===== config.mk =====
export PLATFORM = sky130hd
export DESIGN_NAME = bcd_stopwatch_ctrl
export DESIGN_NICKNAME = d
export VERILOG_FILES = /design/src/rtl/bcd_stopwatch_ctrl.sv
export SDC_FILE = /design/constraint.sdc
export NUM_CORES = 1
export LEC_CHECK = 0
export CORE_AREA = 4 4 76 78
export DETAILED_ROUTE_END_ITERATION = 10
export DIE_AREA = 0 0 80 82
export GPL_TIMING_DRIVEN = 0
export PLACE_DENSITY = 0.58
export SLEW_MARGIN = 20
export SYNTH_ARGS = -nofsm -noshare
export SYNTH_HDL_FRONTEND = slang
export SYNTH_SLANG_ARGS = --single-unit

===== constraint.sdc =====
create_clock -name clk -period 2.75 [get_ports clk]
set_clock_uncertainty 0.05 [all_clocks]
set_input_delay 0.55 -clock clk [delete_from_list [all_inputs] [get_ports clk]]
set_output_delay 0.55 -clock clk [all_outputs]
set_load 0.1 [all_outputs]

===== src/rtl/bcd_stopwatch_ctrl.sv =====
// Four-digit BCD stopwatch: IDLE/RUN/PAUSE control, programmable tick prescaler
// and a cascaded decade-digit chain with a sticky wrap flag.
module bcd_stopwatch_ctrl #(
  parameter int unsigned TICK_DIV = 4
) (
  input  logic        clk,
  input  logic        i_rst_n,
  input  logic        i_start,
  input  logic        i_stop,
  input  logic        i_clr,
  output logic [15:0] o_bcd,
  output logic        o_running,
  output logic        o_tick,
  output logic        o_ovf
);

  typedef enum logic [1:0] {IDLE, RUN, PAUSE} state_t;

  localparam logic [15:0] LAST = 16'(TICK_DIV - 1);

  state_t      state;
  logic [15:0] presc;
  logic [15:0] bcd_inc;
  logic        carry;
  logic        wrap;

  assign o_tick = (state == RUN) && (presc == LAST);

  // Digit k advances only while every lower digit is 9; carry out of d3 is the wrap.
  always_comb begin
    bcd_inc = o_bcd;
    carry   = 1'b1;
    for (int unsigned k = 0; k < 4; k++) begin
      if (carry)
        bcd_inc[4*k +: 4] = (o_bcd[4*k +: 4] == 4'd9) ? 4'd0 : o_bcd[4*k +: 4] + 4'd1;
      carry = carry && (o_bcd[4*k +: 4] == 4'd9);
    end
    wrap = carry;
  end

  always_ff @(posedge clk or negedge i_rst_n) begin
    if (!i_rst_n) begin
      state     <= IDLE;
      presc     <= '0;
      o_bcd     <= '0;
      o_running <= 1'b0;
      o_ovf     <= 1'b0;
    end else begin
      case (state)
        IDLE: begin
          if (!i_clr && i_start) begin
            state     <= RUN;
            o_running <= 1'b1;
          end
        end
        RUN, PAUSE: begin
          if (i_clr) begin
            state     <= IDLE;
            presc     <= '0;
            o_bcd     <= '0;
            o_running <= 1'b0;
            o_ovf     <= 1'b0;
          end else if (i_stop) begin
            state     <= PAUSE;
            o_running <= 1'b0;
          end else if (state == RUN) begin
            if (o_tick) begin
              presc <= '0;
              o_bcd <= bcd_inc;
              if (wrap)
                o_ovf <= 1'b1;
            end else begin
              presc <= presc + 16'd1;
            end
          end else if (i_start) begin
            // Resume without advancing: the held prescaler value carries over.
            state     <= RUN;
            o_running <= 1'b1;
          end
        end
        default: begin
          state     <= IDLE;
          o_running <= 1'b0;
        end
      endcase
    end
  end

endmodule


==> qor.yml <==
dieArea_um2: 6560
slew_headroom: 0.352
seq_area_um2: 876
nNetsFinal: 267
power.density_nw_per_um2: 1010
synthFlopType: "dfrtp_1"
cpMaxStageDelayCell: "clkdlybuf4s15_2"
antenna_left: 0
netlist_instances: 218
start_kind: "register"
synth_edf_count: 0
final_common_cell: "dfrtp_1"
core_area_um2: 5070
dp.cells: 312
fmax_ghz: 0.382
worst_pin_slew_ns: 0.969
place.gp.congestion: 0.789
clock_latency_ns: 0.29
grt_pass1_wl_um: 7530
syn_nets: 236
drive_above_1_share: 0.116
grt_setup_unrepaired: "false"
grt.overflow.total: 0
vias: 1676
area_growth_pct: 20.0
htree_levels: 2
cts_buffers: 5
syn-cell-area_um2: 2090
yosys.cell_types.count: 49
clockBufferDepth: 2
fillers: 496
ir_worst_vdd_mv: 0.558
drc_errors: 0
min_period_ns: 2.62
instances_no_fill: 320
cpPeakStageDelay_ns: 0.55
avgSynthCellArea_um2: 9.57
layout_common_cells: "dfrtp_1 (35), nand2_1 (26), clkdlybuf4s50_1 (21)"
arrival_ns: 2.02
synth_area_leader_cell: "dfrtp_1"
path_class: "reg2out"
crit_fanout: 3
leakagePower_nw: 1.04
multi_input_area_um2: 1130
finalSetupViolations: 0
grt_usage: 0.149
fin_crit_sh: 0.952
yosysWarnings: 0
postCtsSetupRepairBufs: 0
std_cell_rows: 26
power_mw: 2.52
hold_violations: 0
root_buffer: "clkbuf_8"
hold_buffers: 0
maxCapViolCount: 0
cp-end-kind: "output port"
synthDominantCellAreaShare: 0.420
io_pins: 24
hpwl_um: 3150
initial_utilization: 0.411
wl_per_cell_um: 13.4
hold_class: "in2async"
clock_sinks: 35
die_h_um: 82
cts_tree: "built"
synthTopCellsByArea: "dfrtp_1 (42%), ha_1 (7.8%), nand2_1 (4.7%), o21ai_0 (3.8%), nand3_1 (3.4%)"
ys_seq_area_frac: 0.420
synthArstFlopShare: 1.00
drt_iter0_markers: 80
slew_violations: 0
cts_resized: 3
antenna_cells: 0
drt-pass1-iter-count: 4
wl_um: 4280
status: "finished clean"
cp_cell_sequence: "inv_1 > ha_1 > nor4b_2 > and4_2 > clkdlybuf4s15_2"
first_global_vias: 1558
antenna_found_initial: 0
portBuffers: 23
critPathRequiredTime_ns: 2.15
die_w_um: 80
viasPerCell: 5.24
synth-seq-cells: 35
grt_max_degree: 26
clkTransAtPathRegs_ns: 0.07
-- worst paths after layout --
path,from,end,slack [ns],cells past startpoint
setup / recovery,state[1],o_tick,0.13,5
hold / removal,i_rst_n,state[0],0.08,1
setup reg to reg,state[0],presc[12],0.55,6
hold reg to reg,presc[1],presc[1],0.47,2
max in group asynchronous,i_rst_n,presc[4],2.14,2
min in group clk,presc[1],presc[1],0.47,2
-- power breakdown --
| part | internal [mW] | total, mW | switching, mW |
|---|---|---|---|
| Combinational | 0.365 | 1.39 | 1.02 |
| Clock | 0.178 | 0.362 | 0.184 |
| Sequential | 0.624 | 0.770 | 0.146 |
| Total | 1.17 | 2.52 | 1.35 |
-- synthesized netlist by cell type (all sizes together) (2+ instances only) --
library cell and instances:
or4 2, a21o 3, a22o 2, inv 12, and3 2, nor3 7, ha 13, o41ai 3
nand3 15, or3 3, o211ai 3, and2 2, nand2 27, nor4 5, nor2 13, nor2b 4
or2 2, and4 3, nor4b 2, nand2b 2, xnor2 7, o21ai 20, buf 5, a21oi 5
dfrtp 35, o31ai 9
-- area by class of cell --
class,instances,share of cell area
clock buffer,7,0.0305
multi-input combinational,165,0.453
clock inverter,1,0.00200
sequential,35,0.350
inverter,12,0.0180
tap,70,0.0350
buffer,6,0.0135
timing repair buffer,24,0.0985
-- stage by stage --
stage / setup WS, ns / instance area [µm²] / util / setup TNS (ns) / hold slack (ns)
after floorplan: 0.0968 / 2090 / - / 0 / 0.204
after global placement: -0.116 / 2410 / 0.474 / -0.116 / 0.440
after detailed placement: -0.131 / 2420 / 0.477 / -0.131 / 0.393
after CTS: 0.117 / 2500 / 0.493 / 0 / 0.0838
after global routing: 0.00204 / 2500 / 0.493 / 0 / 0.0846
final: 0.131 / 2500 / 0.493 / 0 / 0.0787
-- sequential cells by signal, indices dropped and copies added (netlist names) --
name   cells
presc     16
state      2
o_ovf      1
o_bcd     16
-- routing by layer --
metal | vias to the layer above | share of wire | track usage | wire length, µm
li1 | 847 | - | - | -
met1 | 802 | 0.51 | 0.207 | 2170
met2 | 22 | 0.44 | 0.225 | 1900
met3 | 5 | 0.034 | 0.0329 | 145
met4 | 0 | 0.015 | 0.0557 | 63
met5 | - | 0 | 0 | 0
-- kinds of logic (layout without fill, tap and decap cells) --
| kind of cell | Yosys count | count (layout) | share of synthesized area |
|---|---|---|---|
| adders and majority gates | 13 | 13 | 0.0779 |
| buffers and inverters | 18 | 50 | 0.0378 |
| and+or+nand+nor | 93 | 93 | 0.250 |
| DFF | 35 | 35 | 0.420 |
| AOI/OAI and AO/OA | 52 | 52 | 0.185 |
| xor gates and xnor gates | 7 | 7 | 0.0294 |
-- worst max-delay path: cells and delay by family, from the launching register on --
family | cells | cell delay, ns
adders and majority gates | 1 | 0.16
DFF | 1 | 0.40
and+or+nand+nor | 2 | 0.51
buffers and inverters | 2 | 0.65
Note: power is estimated with default switching activity, not from simulation.
